## config.mk

```make
export PLATFORM = sky130hd
export DESIGN_NAME = range_filter
export DESIGN_NICKNAME = d
export VERILOG_FILES = /design/src/rtl/range_filter_pkg.sv /design/src/rtl/range_filter_median3.sv /design/src/rtl/range_filter.sv
export SDC_FILE = /design/constraint.sdc
export NUM_CORES = 1
export LEC_CHECK = 0
export CAP_MARGIN = 20
export CORE_MARGIN = 5
export CORE_UTILIZATION = 59
export DETAILED_ROUTE_END_ITERATION = 10
export GPL_TIMING_DRIVEN = 0
export PLACE_DENSITY = 0.91
export SLEW_MARGIN = 20
export SYNTH_ARGS = -nofsm -noshare
export SYNTH_HDL_FRONTEND = slang
export SYNTH_SLANG_ARGS = --single-unit
```

## constraint.sdc

```tcl
create_clock -name clk -period 4.3 [get_ports clk]
set_input_delay 1.075 -clock clk [delete_from_list [all_inputs] [get_ports clk]]
set_output_delay 1.075 -clock clk [all_outputs]
set_load 0.05 [all_outputs]
```

## src/rtl/range_filter_pkg.sv

```systemverilog
// Shared types and defaults for the range_filter distance smoother.
package range_filter_pkg;

  typedef enum logic {
    FILL = 1'b0,
    RUN  = 1'b1
  } state_e;

  localparam int DEF_MAX_CM  = 400;
  localparam int DEF_NEAR_CM = 30;
  localparam int DEF_FAR_CM  = 40;

  // Running sum of N=2**win_log2 entries of dist_w bits cannot exceed this width.
  function automatic int sum_width(input int dist_w, input int win_log2);
    return dist_w + win_log2;
  endfunction

endpackage

```

## src/rtl/range_filter_median3.sv

```systemverilog
// 3-tap median prefilter: registered median of the last three accepted samples,
// passing the raw sample through until three are held.
module median3 #(
  parameter int W = 12
) (
  input  logic         clk,
  input  logic         rst,
  input  logic         flush,
  input  logic         in_valid,
  input  logic [W-1:0] din,
  output logic         out_valid,
  output logic [W-1:0] dout
);

  logic [W-1:0] s0_q, s1_q;
  logic [1:0]   cnt_q;

  function automatic logic [W-1:0] med(input logic [W-1:0] a, b, c);
    logic [W-1:0] lo, hi, m;
    lo = (a < b) ? a : b;
    hi = (a < b) ? b : a;
    m  = (hi < c) ? hi : c;
    return (lo > m) ? lo : m;
  endfunction

  always_ff @(posedge clk or posedge rst) begin
    if (rst) begin
      s0_q      <= '0;
      s1_q      <= '0;
      cnt_q     <= '0;
      out_valid <= 1'b0;
      dout      <= '0;
    end else if (flush) begin
      s0_q      <= '0;
      s1_q      <= '0;
      cnt_q     <= '0;
      out_valid <= 1'b0;
    end else begin
      out_valid <= in_valid;
      if (in_valid) begin
        s0_q <= din;
        s1_q <= s0_q;
        if (cnt_q != 2'd3) cnt_q <= cnt_q + 2'd1;
        dout <= (cnt_q >= 2'd2) ? med(din, s0_q, s1_q) : din;
      end
    end
  end

endmodule

```

## src/rtl/range_filter.sv

```systemverilog
// Range-checking moving-average filter for ultrasonic distance samples.
// Define RANGE_FILTER_MEDIAN3_EN to insert a 3-tap median prefilter (+1 cycle latency).
module range_filter
  import range_filter_pkg::*;
#(
  parameter int DIST_W    = 12,
  parameter int WIN_LOG2  = 2,
  parameter int MAX_CM    = DEF_MAX_CM,
  parameter int NEAR_CM   = DEF_NEAR_CM,
  parameter int FAR_CM    = DEF_FAR_CM,
  parameter int REJ_LIMIT = 4
) (
  input  logic              clk,
  input  logic              rst,
  input  logic              en,
  input  logic [DIST_W-1:0] dist_in,
  input  logic              dist_valid,
  output logic [DIST_W-1:0] filt_dist,
  output logic              filt_valid,
  output logic              obstacle,
  output logic              sample_err,
  output logic              sensor_fault,
  output state_e            state
);

  localparam int N     = 1 << WIN_LOG2;
  localparam int SUM_W = sum_width(DIST_W, WIN_LOG2);
  localparam int REJ_W = $clog2(REJ_LIMIT + 1);
  localparam logic [DIST_W-1:0]   MAX_V    = DIST_W'(MAX_CM);
  localparam logic [DIST_W-1:0]   NEAR_V   = DIST_W'(NEAR_CM);
  localparam logic [DIST_W-1:0]   FAR_V    = DIST_W'(FAR_CM);
  localparam logic [REJ_W-1:0]    REJ_MAX  = REJ_W'(REJ_LIMIT);
  localparam logic [REJ_W-1:0]    REJ_LAST = REJ_W'(REJ_LIMIT - 1);
  localparam logic [WIN_LOG2:0]   FILL_LAST = (WIN_LOG2 + 1)'(N - 1);

  state_e state_q, state_d;

  logic [DIST_W-1:0]   win_q [N];
  logic [SUM_W-1:0]    sum_q;
  logic [WIN_LOG2-1:0] ptr_q;
  logic [WIN_LOG2:0]   fill_q;
  logic [REJ_W-1:0]    rej_cnt_q;
  logic                upd_q;

  logic              take, in_range, accept, reject, flush;
  logic              win_valid;
  logic [DIST_W-1:0] win_data;
  logic [DIST_W-1:0] avg;

  assign take     = en & dist_valid;
  assign in_range = (dist_in != '0) && (dist_in <= MAX_V);
  assign accept   = take & in_range;
  assign reject   = take & ~in_range;
  assign flush    = reject && (rej_cnt_q >= REJ_LAST);
  assign avg      = sum_q[SUM_W-1:WIN_LOG2];
  assign state    = state_q;

`ifdef RANGE_FILTER_MEDIAN3_EN
  median3 #(.W(DIST_W)) u_median3 (
    .clk       (clk),
    .rst       (rst),
    .flush     (flush),
    .in_valid  (accept),
    .din       (dist_in),
    .out_valid (win_valid),
    .dout      (win_data)
  );
`else
  assign win_valid = accept;
  assign win_data  = dist_in;
`endif

  always_ff @(posedge clk or posedge rst) begin
    if (rst) state_q <= FILL;
    else     state_q <= state_d;
  end

  always_comb begin
    state_d = state_q;
    if (flush)
      state_d = FILL;
    else if (win_valid && state_q == FILL && fill_q == FILL_LAST)
      state_d = RUN;
  end

  always_ff @(posedge clk or posedge rst) begin
    if (rst) begin
      for (int i = 0; i < N; i++) win_q[i] <= '0;
      sum_q        <= '0;
      ptr_q        <= '0;
      fill_q       <= '0;
      rej_cnt_q    <= '0;
      upd_q        <= 1'b0;
      sample_err   <= 1'b0;
      sensor_fault <= 1'b0;
      filt_dist    <= '0;
      filt_valid   <= 1'b0;
      obstacle     <= 1'b0;
    end else begin
      sample_err <= reject;
      if (reject) begin
        if (rej_cnt_q != REJ_MAX) rej_cnt_q <= rej_cnt_q + 1'b1;
        if (flush) sensor_fault <= 1'b1;
      end else if (accept) begin
        rej_cnt_q    <= '0;
        sensor_fault <= 1'b0;
      end

      // Entries must be zeroed on flush so the running sum stays exact afterwards.
      if (flush) begin
        for (int i = 0; i < N; i++) win_q[i] <= '0;
        sum_q  <= '0;
        ptr_q  <= '0;
        fill_q <= '0;
      end else if (win_valid) begin
        win_q[ptr_q] <= win_data;
        sum_q        <= sum_q + SUM_W'(win_data) - SUM_W'(win_q[ptr_q]);
        ptr_q        <= ptr_q + 1'b1;
        if (state_q == FILL) fill_q <= fill_q + 1'b1;
      end

      upd_q      <= win_valid & ~flush;
      filt_valid <= upd_q && (state_q == RUN);
      if (upd_q && state_q == RUN) begin
        filt_dist <= avg;
        if (avg < NEAR_V)      obstacle <= 1'b1;
        else if (avg >= FAR_V) obstacle <= 1'b0;
      end
    end
  end

endmodule

```

==> results.yml <==
outcome:
  status: "completed"
yosys:
  postSynthAreaPerCell_sq_um: 11.1
  async_flop_share: 1.00
  ys_ff_latch: 88
  synthTopCellsByArea: "dfrtp_1 46%, a32o_1 7.9%, ha_1 6.5%"
  yosysSeqAreaShare: 0.458
  synth_edf_count: 0
  synthDistinctLibCells: 54
  yosys.area.top_type: "dfrtp_1"
  yosysTopAreaCellShare: 0.458
  yosys_warnings: 0
  synth_ff_type: "dfrtp_1"
  synth_cells: 432
  synth_area_sq_um: 4810
  syn_nets: 485
clock_tree:
  cts_setup_buffers: 0
  cts_buffers: 9
  cts_resized: 0
  cts.reportedPaths.clkPinSlew_ns: 0.09
  cts.path.max_buffers: 2
  cts_root_buffer: "clkbuf_8"
  clock-sinks: 88
  postCtsHoldBufs: 0
  worstSkewPairLatency_ns: 0.37
  tritoncts: "done"
  h-tree-depth: 3
floorplan:
  ios: 33
  core-area_sq_um: 8090
  die_h_um: 100
  die_w_um: 100
  start_util: 0.595
  rows: 33
  dieArea_sq_um: 10100
worst_setup_path:
  cp-startpoint: "ptr_q[0]$_DFFE_PP0P_"
  worstPathCellList: "clkbuf_1 > clkbuf_1 > mux4_2 > fa_1 > inv_1 > ha_1 > a21oi_1 > o21ai_0 > o31ai_1 > nand3_1 > a32o_1"
  slowest_delay_ns: 0.50
  critPathMaxFanout: 10
  required_ns: 4.56
  rr_worst_depth: 11
  crit_arrival_ns: 4.20
  path_class: "reg2reg"
  regToRegSetupSlack_ns: 0.36
  cp_common_cell: "clkbuf_1"
  crit_end: "sum_q[11]$_DFFE_PP0P_"
  critPathLaunchType: "flip-flop"
  critPathCaptureType: "flip-flop"
  reg2reg_to: "sum_q[11]$_DFFE_PP0P_"
  r2r_start: "ptr_q[0]$_DFFE_PP0P_"
  cp_slowest_cell: "fa_1"
placed_design:
  io_buffers: 32
  gp_congestion: 0.886
  dpl-instance-area_sq_um: 5290
  preCtsSetupSlack_ns: 0.155
  dp_cells: 570
  place_hpwl_um: 7940
detailed_routing:
  wl_per_cell_um: 18.7
  drc: 0
  via_per_inst: 6.10
  drtAntennaViolNets: 0
  routed_wl_um: 10900
  drt_iter0_markers: 332
  dr.pass1.iters: 6
  via_count: 3567
grt:
  antenna_found_initial: 0
  grt.overflow.total: 0
  grt_pass1_wl_um: 17900
  grt_pass1_vias: 3691
  grt_max_degree: 55
  track_usage: 0.231
power_and_ir_drop:
  p_leak_uw: 0.00253
  p_seq_frac: 0.392
  netSwitchingPower_uw: 910
  clkPwrFrac: 0.222
  vdd_drop_max_mv: 0.205
  power.internal_uw: 1510
  switching_share: 0.376
  powerDensity_nw_per_um2: 442
  pwr-share-comb: 0.387
  power_uw: 2420
sta:
  finalSetupViolCount: 0
  fmax_ghz: 0.254
  grt_setup_unrepaired: "false"
  finalHoldViolations: 0
  hold_ws_ns: 0.486
  setup_ws_ns: 0.362
  finClkSkew_ns: 0.00926
  slew_headroom: 0.554
  drv_slew: 0
  tightest_slew_ns: 0.665
  fin_crit_ns: 3.94
  post-route-period-util: 0.916
final_layout:
  drive_gt1_frac: 0.110
  final_cell_area_sq_um: 5470
  layout_common_cells: "88 x dfrtp_1, 60 x inv_1, 40 x nand2_1"
  nets: 529
  final_common_cell: "dfrtp_1"
  syn_to_final_growth_pct: 13.6
  antenna_cells: 0
  final_cell_count_no_fill: 585
hold_path:
  hp-class: "reg2reg"
flow_run:
  cap_violations: 0
[worst max-delay path, delay by kind of cell, from the launching register on]
kind / cells / cell delay [ns]
AND/OR/NAND/NOR: 1 / 0.12
AO/OA/AOI/OAI: 4 / 1.10
multiplexers: 1 / 0.44
buffers and inverters: 3 / 0.92
adder cells (fa/ha/maj): 2 / 0.85
flip-flops: 1 / 0.41
[synthesized netlist by cell type, drive strengths merged (3+ instances only)]
cell	count
fa	12
clkbuf	6
a22o	3
a21oi	16
a32o	38
a21o	5
nor2	11
xnor2	4
buf	15
xor2	5
nand2	41
ha	25
inv	62
nor3	6
o21ai	34
mux4	12
nand3	5
dfrtp	88
and2	14
[metal layers]
metal,global-route usage,wire length (um),up-vias
li1,-,-,1614
met4,0.0953,345,0
met2,0.379,5470,147
met1,0.295,4320,1769
met5,0,0,-
met3,0.0549,794,37
[per-stage QoR]
| stage | TNS, ns | util |
|---|---|---|
| 2_1_floorplan | 0 | - |
| 3_3_place_gp | -20.66 | 0.650 |
| 3_5_place_dp | 0 | 0.654 |
| 4_1_cts | 0 | 0.675 |
| 5_1_grt | 0 | 0.675 |
| 6_report | 0 | 0.675 |
[logic make-up after synthesis]
group                    share of synthesized area
AND/OR/NAND/NOR                             0.0962
adder cells (fa/ha/maj)                      0.115
XOR/XNOR                                    0.0164
buffers and inverters                       0.0780
flip-flops                                   0.458
AO/OA/AOI/OAI                                0.174
multiplexers                                0.0629
[how the worst min path moves through the flow]
stage	end	depth (start not counted)	slack [ns]	start
2_1_floorplan	win_q[23]$_DFFE_PP0P_	1	0.45	win_q[23]$_DFFE_PP0P_
3_3_place_gp	filt_dist[9]$_DFFE_PP0P_	2	0.46	filt_dist[9]$_DFFE_PP0P_
3_5_place_dp	filt_dist[11]$_DFFE_PP0P_	2	0.47	filt_dist[11]$_DFFE_PP0P_
4_1_cts	filt_dist[11]$_DFFE_PP0P_	2	0.49	filt_dist[11]$_DFFE_PP0P_
5_1_grt	filt_dist[7]$_DFFE_PP0P_	2	0.51	filt_dist[7]$_DFFE_PP0P_
6_report	filt_dist[11]$_DFFE_PP0P_	2	0.49	filt_dist[11]$_DFFE_PP0P_
[power by group through the flow]
stage | Sequential [uW] | Clock [uW] | Combinational (uW)
after floorplan | 969 | 0 | 681
after CTS | 946 | 532 | 925
final | 947 | 536 | 934
after detailed placement | 962 | 0 | 911
after global placement | 956 | 0 | 860
after global routing | 957 | 568 | 1040
[state kept, by name, summed over array words and instances (netlist names)]
register	flops
upd_q	1
state	1
sample_err	1
rej_cnt_q	3
filt_valid	1
sum_q	14
fill_q	3
ptr_q	2
obstacle	1
sensor_fault	1
win_q	48
filt_dist	12
[area by class of cell]
type	count	area, sq um
repair buffers	33	348
well taps	105	131
clock inverters	3	17.5
flip-flops and latches	88	2200
plain buffers	21	138
clock buffers	12	155
inverters	62	240
multi-input cells	261	2230
fillers	583	2630
No activity file was read; power rests on OpenSTA's default activity.
